===== config.mk =====
export PLATFORM = sky130hd
export DESIGN_NAME = ppi_bus_master
export DESIGN_NICKNAME = d
export VERILOG_FILES = /design/src/rtl/ppi_pkg.sv /design/src/rtl/ppi_bus_timer.sv /design/src/rtl/ppi_bus_master.sv
export SDC_FILE = /design/constraint.sdc
export NUM_CORES = 1
export LEC_CHECK = 0
export CORE_MARGIN = 10
export CORE_UTILIZATION = 39
export CTS_BUF_LIST = sky130_fd_sc_hd__clkbuf_16
export DETAILED_ROUTE_END_ITERATION = 8
export PLACE_DENSITY_LB_ADDON = 0.3
export SETUP_SLACK_MARGIN = 0.15
export SLEW_MARGIN = 5
export SYNTH_ARGS = -nofsm -noshare
export SYNTH_HDL_FRONTEND = slang
export SYNTH_SLANG_ARGS = --single-unit

===== constraint.sdc =====
create_clock -name CLK -period 1.5 [get_ports CLK]
set_input_delay 0.3 -clock CLK [delete_from_list [all_inputs] [get_ports CLK]]
set_output_delay 0.3 -clock CLK [all_outputs]
set_load 0.05 [all_outputs]

===== src/rtl/ppi_pkg.sv =====
// rtl/ppi_pkg.sv - shared types and constants for the 8255 PPI bus master
// Purpose: bus-cycle state encoding, PPI register addresses, control-word
// field positions and a helper that maps a bus phase to its length.
// Ports: none (package).
package ppi_pkg;

    typedef enum logic [1:0] {
        ST_IDLE   = 2'd0,
        ST_SETUP  = 2'd1,
        ST_STROBE = 2'd2,
        ST_HOLD   = 2'd3
    } state_t;

    localparam logic [1:0] PPI_ADDR_PA   = 2'd0;
    localparam logic [1:0] PPI_ADDR_PB   = 2'd1;
    localparam logic [1:0] PPI_ADDR_PC   = 2'd2;
    localparam logic [1:0] PPI_ADDR_CTRL = 2'd3;

    // Control word: bit 7 selects mode-set (1) or bit set/reset (0).
    localparam int CW_MODE_SET_BIT = 7;
    localparam int CW_BSR_SEL_MSB  = 3;
    localparam int CW_BSR_SEL_LSB  = 1;
    localparam int CW_BSR_SET_BIT  = 0;

    // Mode-set I/O direction bits (1 = input).
    localparam int DIR_PA_BIT       = 4;
    localparam int DIR_PC_UPPER_BIT = 3;
    localparam int DIR_PB_BIT       = 1;
    localparam int DIR_PC_LOWER_BIT = 0;

    // Length in cycles of the phase being entered; IDLE has no length.
    function automatic logic [3:0] phase_len(input state_t s, input int su,
                                             input int pu, input int ho);
        case (s)
            ST_SETUP:  phase_len = 4'(su);
            ST_STROBE: phase_len = 4'(pu);
            ST_HOLD:   phase_len = 4'(ho);
            default:   phase_len = 4'd0;
        endcase
    endfunction

endpackage


===== src/rtl/ppi_bus_timer.sv =====
// rtl/ppi_bus_timer.sv - loadable 4-bit phase down-counter
// Purpose: counts the cycles spent in one bus phase.
// Ports: clk/rst (async active-high), load + load_val reload the count,
//        tc is high while the count is at its last cycle (1, or 0 when idle).
module ppi_bus_timer (
    input  logic       clk,
    input  logic       rst,
    input  logic       load,
    input  logic [3:0] load_val,
    output logic       tc
);

    logic [3:0] cnt;

    always_ff @(posedge clk or posedge rst) begin
        if (rst) begin
            cnt <= 4'd0;
        end else if (load) begin
            cnt <= load_val;
        end else if (cnt > 4'd1) begin
            cnt <= cnt - 4'd1;
        end
    end

    assign tc = (cnt <= 4'd1);

endmodule


===== src/rtl/ppi_bus_master.sv =====
// rtl/ppi_bus_master.sv - valid/ready to 8255 PPI CPU-side bus initiator
// Purpose: runs one SETUP/STROBE/HOLD bus cycle per accepted request.
// Ports: CLK, RESET (async active-high); req_valid/req_ready/req_write/
//        req_addr/req_wdata request side; done pulse + rsp_rdata response;
//        CS/RD/WR/A/D_out/D_oe/D_in PPI pins. All outputs except req_ready
//        are registered.
module ppi_bus_master
    import ppi_pkg::*;
#(
    parameter int SETUP_CYC = 1,
    parameter int PULSE_CYC = 2,
    parameter int HOLD_CYC  = 1
) (
    input  logic       CLK,
    input  logic       RESET,
    input  logic       req_valid,
    output logic       req_ready,
    input  logic       req_write,
    input  logic [1:0] req_addr,
    input  logic [7:0] req_wdata,
    output logic       done,
    output logic [7:0] rsp_rdata,
    output logic       CS,
    output logic       RD,
    output logic       WR,
    output logic [1:0] A,
    output logic [7:0] D_out,
    output logic       D_oe,
    input  logic [7:0] D_in
);

    state_t state, next_state;
    logic   accept;
    logic   tc;
    logic   wr_lat;
    logic   cur_write;
    logic   cs_nx, rd_nx, wr_nx, oe_nx, done_nx, cap_nx;

    assign req_ready = (state == ST_IDLE) && !RESET;
    assign accept    = req_valid && req_ready;

    // Reload on every state change so each phase gets its full length.
    ppi_bus_timer u_timer (
        .clk      (CLK),
        .rst      (RESET),
        .load     (next_state != state),
        .load_val (phase_len(next_state, SETUP_CYC, PULSE_CYC, HOLD_CYC)),
        .tc       (tc)
    );

    always_ff @(posedge CLK or posedge RESET) begin
        if (RESET) begin
            state <= ST_IDLE;
        end else begin
            state <= next_state;
        end
    end

    always_comb begin
        next_state = state;
        case (state)
            ST_IDLE:   if (accept) next_state = (SETUP_CYC != 0) ? ST_SETUP : ST_STROBE;
            ST_SETUP:  if (tc) next_state = ST_STROBE;
            ST_STROBE: if (tc) next_state = (HOLD_CYC != 0) ? ST_HOLD : ST_IDLE;
            ST_HOLD:   if (tc) next_state = ST_IDLE;
            default:   next_state = ST_IDLE;
        endcase
    end

    // Pin values are derived from the state being entered so they change
    // on the same edge as the state itself.
    always_comb begin
        cur_write = accept ? req_write : wr_lat;
        cs_nx     = (next_state == ST_IDLE);
        wr_nx     = !((next_state == ST_STROBE) && cur_write);
        rd_nx     = !((next_state == ST_STROBE) && !cur_write);
        oe_nx     = (next_state != ST_IDLE) && cur_write;
        done_nx   = (state != ST_IDLE) && (next_state == ST_IDLE);
        // Capture on the edge that ends the last strobe cycle, RD still low.
        cap_nx    = (state == ST_STROBE) && tc && !wr_lat;
    end

    always_ff @(posedge CLK or posedge RESET) begin
        if (RESET) begin
            CS        <= 1'b1;
            RD        <= 1'b1;
            WR        <= 1'b1;
            D_oe      <= 1'b0;
            done      <= 1'b0;
            A         <= 2'd0;
            D_out     <= 8'd0;
            rsp_rdata <= 8'd0;
            wr_lat    <= 1'b0;
        end else begin
            CS   <= cs_nx;
            RD   <= rd_nx;
            WR   <= wr_nx;
            D_oe <= oe_nx;
            done <= done_nx;
            // A and D_out move only at acceptance, so they hold while idle.
            if (accept) begin
                A      <= req_addr;
                D_out  <= req_wdata;
                wr_lat <= req_write;
            end
            if (cap_nx) begin
                rsp_rdata <= D_in;
            end
        end
    end

endmodule


==> implementation parameters <==
Parameter                              Value

Global route
  Number of antenna violations at the first check in global routing    0
  Overflow left after global routing    0
  First-pass GRT wire length    roughly 6700 µm
  Vias in the first global route    between 1000 and 1500
  Largest net degree at the start of global routing    20
  Global routing usage summed across all routing layers    13.8%

Synth
  Seq/Total Area, Yosys    about three fifths
  Yosys warning count    0
  Summed instance area of the synthesized netlist    1290 µm²
  Distinct cell type count of the synthesized netlist    30
  Post-synthesis net count    between 100 and 150
  Post-Synthesis Cells    just over 90
  Area fraction of the dominant cell type after synthesis    52.2%
  Flop and latch count out of synthesis    30
  Synthesized area divided by synthesized cell count    14.1 µm²
  Biggest area contributors in the synthesized netlist    sky130_fd_sc_hd__dfrtp_1 (52%), sky130_fd_sc_hd__mux2_2 (11%), sky130_fd_sc_hd__dfstp_2 (6.1%)
  Post-synthesis cell type with the largest combined area    sky130_fd_sc_hd__dfrtp_1

Clocking
  Clock sink count    30
  Clock latency on the worst-skew pair    0.27 ns
  Register clock-pin slew on the reported worst setup and hold paths    0.05 ns
  Root buffer selected by CTS    sky130_fd_sc_hd__clkbuf_16
  Clock buffer count from CTS    5
  Hold buffer count at cts    0
  Clock buffer depth    2
  CTS tree    built
  H-tree Lvls    2

Final layout
  Area Overhead vs Synth    96.0%
  Final instance count without filler cells    208
  Antenna diode count    0
  Commonest cells after routing, fill and taps aside    sky130_fd_sc_hd__dfrtp_1 (26), sky130_fd_sc_hd__buf_12 (26), sky130_fd_sc_hd__clkdlybuf4s50_1 (20)
  Nets@finish    187
  Layout cell share with drive strength beyond 1    between 50 and 60%
  Combined flip-flop and latch cell area    between 700 and 800 µm²
  Number of fillers in the final layout    154
  Area of the multi-input gates    621 µm²

Worst setup path
  List of cells traversed by the critical path    buf_6, nor4b_4, buf_4, clkbuf_16, mux2_4
  Maximum fanout count along the critical path    5
  Slowest library cell on the worst path    sky130_fd_sc_hd__dfrtp_2
  Logic depth of the worst setup path including buffers    5
  Setup crit end kind    register
  Type of the worst setup path    reg2reg
  Startpoint Class    register
  Number of buffer and inverter instances along the worst setup path    3
  Top cell family by delay on the critical path    buffers and inverters
  Critical path arrival    1.76 ns
  Depth of the worst register-to-register path    5
  Slowest cell delay on critical path    between 0.4 and 0.5 ns
  Data required time at the worst endpoint    1.66 ns

Routing
  Number of remaining DRC errors    0
  Overall via count from detail_route    1055
  Detail Route Antenna Nets    0
  Avg WL per Cell    ~20 µm
  Vias per Instance    5.07
  Wire length after detailed routing    4150 µm
  First-iteration detailed-routing DRC count    between 50 and 60
  Number of iterations in the first detailed-routing pass    4

Floorplan
  Die Y    77.6 µm
  Io pins    46
  Core area    ~3100 µm²
  Die area    6030 µm²
  Placement row count    20
  X dimension of the die    77.6 µm
  Initial core utilization    41.4%

Placed design
  GP Congestion    0.735
  Count of input and output buffers    45
  Post-Place Cells    190
  HPWL reported at the end of detailed placement    between 2000 and 3000 µm

Power
  Final Total Pwr    0.00727 W
  Leakage Power    1.14 nW
  Maximum vdd drop    1.78 mV
  Power density normalized to cell area    2870 nW/µm²

STA
  Number of endpoints with negative hold slack in the final report    0
  Worst setup margin    -0.0997 ns
  Max Freq    625 MHz
  Worst hold slack    between 0.4 and 0.5 ns
  Worst setup skew after layout    0.00244 ns
  Worst slew slack as a fraction of its limit    76.1%
  Worst slew pin tran    0.357 ns
  Part of the cycle the worst path needs    107%
  Max-slew violation count    0
  Setup repair after global routing missed its margin    yes
  Crit path time final    between 1.5 and 2 ns
  Total of endpoints with negative setup slack in the final report    20

Run status
  Status    finished with violations
  Failing checks    setup timing

Run
  Total of max-cap violations    0

Worst hold path
  Class of the most critical hold timing path    in2async
final timing paths:
kind,to,slack (ns),startpoint
max,D_out[6],-0.1,state[0]
min,state[1],0.43,RESET
max reg2reg,D_out[6],-0.1,state[0]
min reg2reg,WR,0.47,wr_lat
max in group asynchronous,RD,0.86,RESET
min in group CLK,WR,0.47,wr_lat
synth_stat cells, drive strengths merged:
cell / n
nor3: 5
nor4b: 2
nor2: 4
a211oi: 1
nand2: 2
inv: 5
and4: 1
nand3: 1
buf: 3
nand4: 2
o21ai: 3
o21bai: 1
o31ai: 1
mux2: 18
o21a: 1
ha: 2
o2111ai: 1
or2: 1
dfrtp: 27
clkbuf: 1
dfstp: 3
o311a: 1
xnor2: 3
o211ai: 2
a21boi: 1
layout make-up:
type	instances	area share, %
Sequential cell	30	29.8
Tap cell	44	2.17
Clock buffer	5	4.93
Clock inverter	3	1.58
Inverter	5	0.739
Multi-Input combinational cell	53	24.4
Timing Repair Buffer	68	36.4
flip-flops by register name (all words and copies together), names as in the netlist:
name / flops
D_out: 8
u_timer.cnt: 4
WR: 1
D_oe: 1
RD: 1
wr_lat: 1
A: 2
done: 1
rsp_rdata: 8
state: 2
CS: 1
tightest hold or removal path: stages:
cell and delay (ns):
sky130_fd_sc_hd__dlygate4sd2_1 0.27, sky130_fd_sc_hd__buf_4 0.16, sky130_fd_sc_hd__inv_1 0.13, sky130_fd_sc_hd__buf_12 0.18
repair_timing:
action | 4_1_cts | 5_1_grt
cloned | 0 | 1
endpoints found under the setup margin | 30 | 30
resized for setup | 31 | 10
buffers inserted | 6 | 3
pin swaps | 5 | 6
cell families (layout without fill, tap and decap cells):
| family | after synthesis | after routing | share of synthesized area, % |
|---|---|---|---|
| multiplexers | 18 | 18 | 17.1 |
| buffers and inverters | 9 | 81 | 3.86 |
| flip-flops | 30 | 30 | 58.3 |
| AND/OR/NAND/NOR | 18 | 18 | 10.1 |
| adder cells (fa/ha/maj) | 2 | 2 | 1.93 |
| AO/OA/AOI/OAI | 12 | 12 | 6.67 |
| XOR/XNOR | 3 | 3 | 2.03 |
metrics by stage:
stage	setup WS, ns	cell area [µm²]	setup TNS [ns]	util, %
after global routing	-0.0978	2540	-1.52	81.2
after detailed placement	-0.291	2150	-3.55	68.7
after floorplan	-0.0248	1320	-0.223	-
after global placement	-0.245	2150	-2.59	68.7
final	-0.0997	2540	-1.07	81.2
after CTS	-0.0172	2450	-0.0194	78.4
report_power, final:
part	total [W]	leakage [nW]	switching, W	internal, W
combinational	0.00445	0.706	0.00212	0.00233
clock	0.00113	0.0836	0.000353	0.000775
sequential	0.00169	0.355	0.000454	0.00124
total	0.00727	1.14	0.00293	0.00435
routing by layer:
| layer | global-route usage, % | wire length, µm |
|---|---|---|
| met5 | 0 | 0 |
| met4 | 3.83 | 97 |
| met3 | 6.80 | 343 |
| met2 | 23.0 | 2010 |
| met1 | 15.3 | 1700 |
Power figures use the tool's default switching activity.
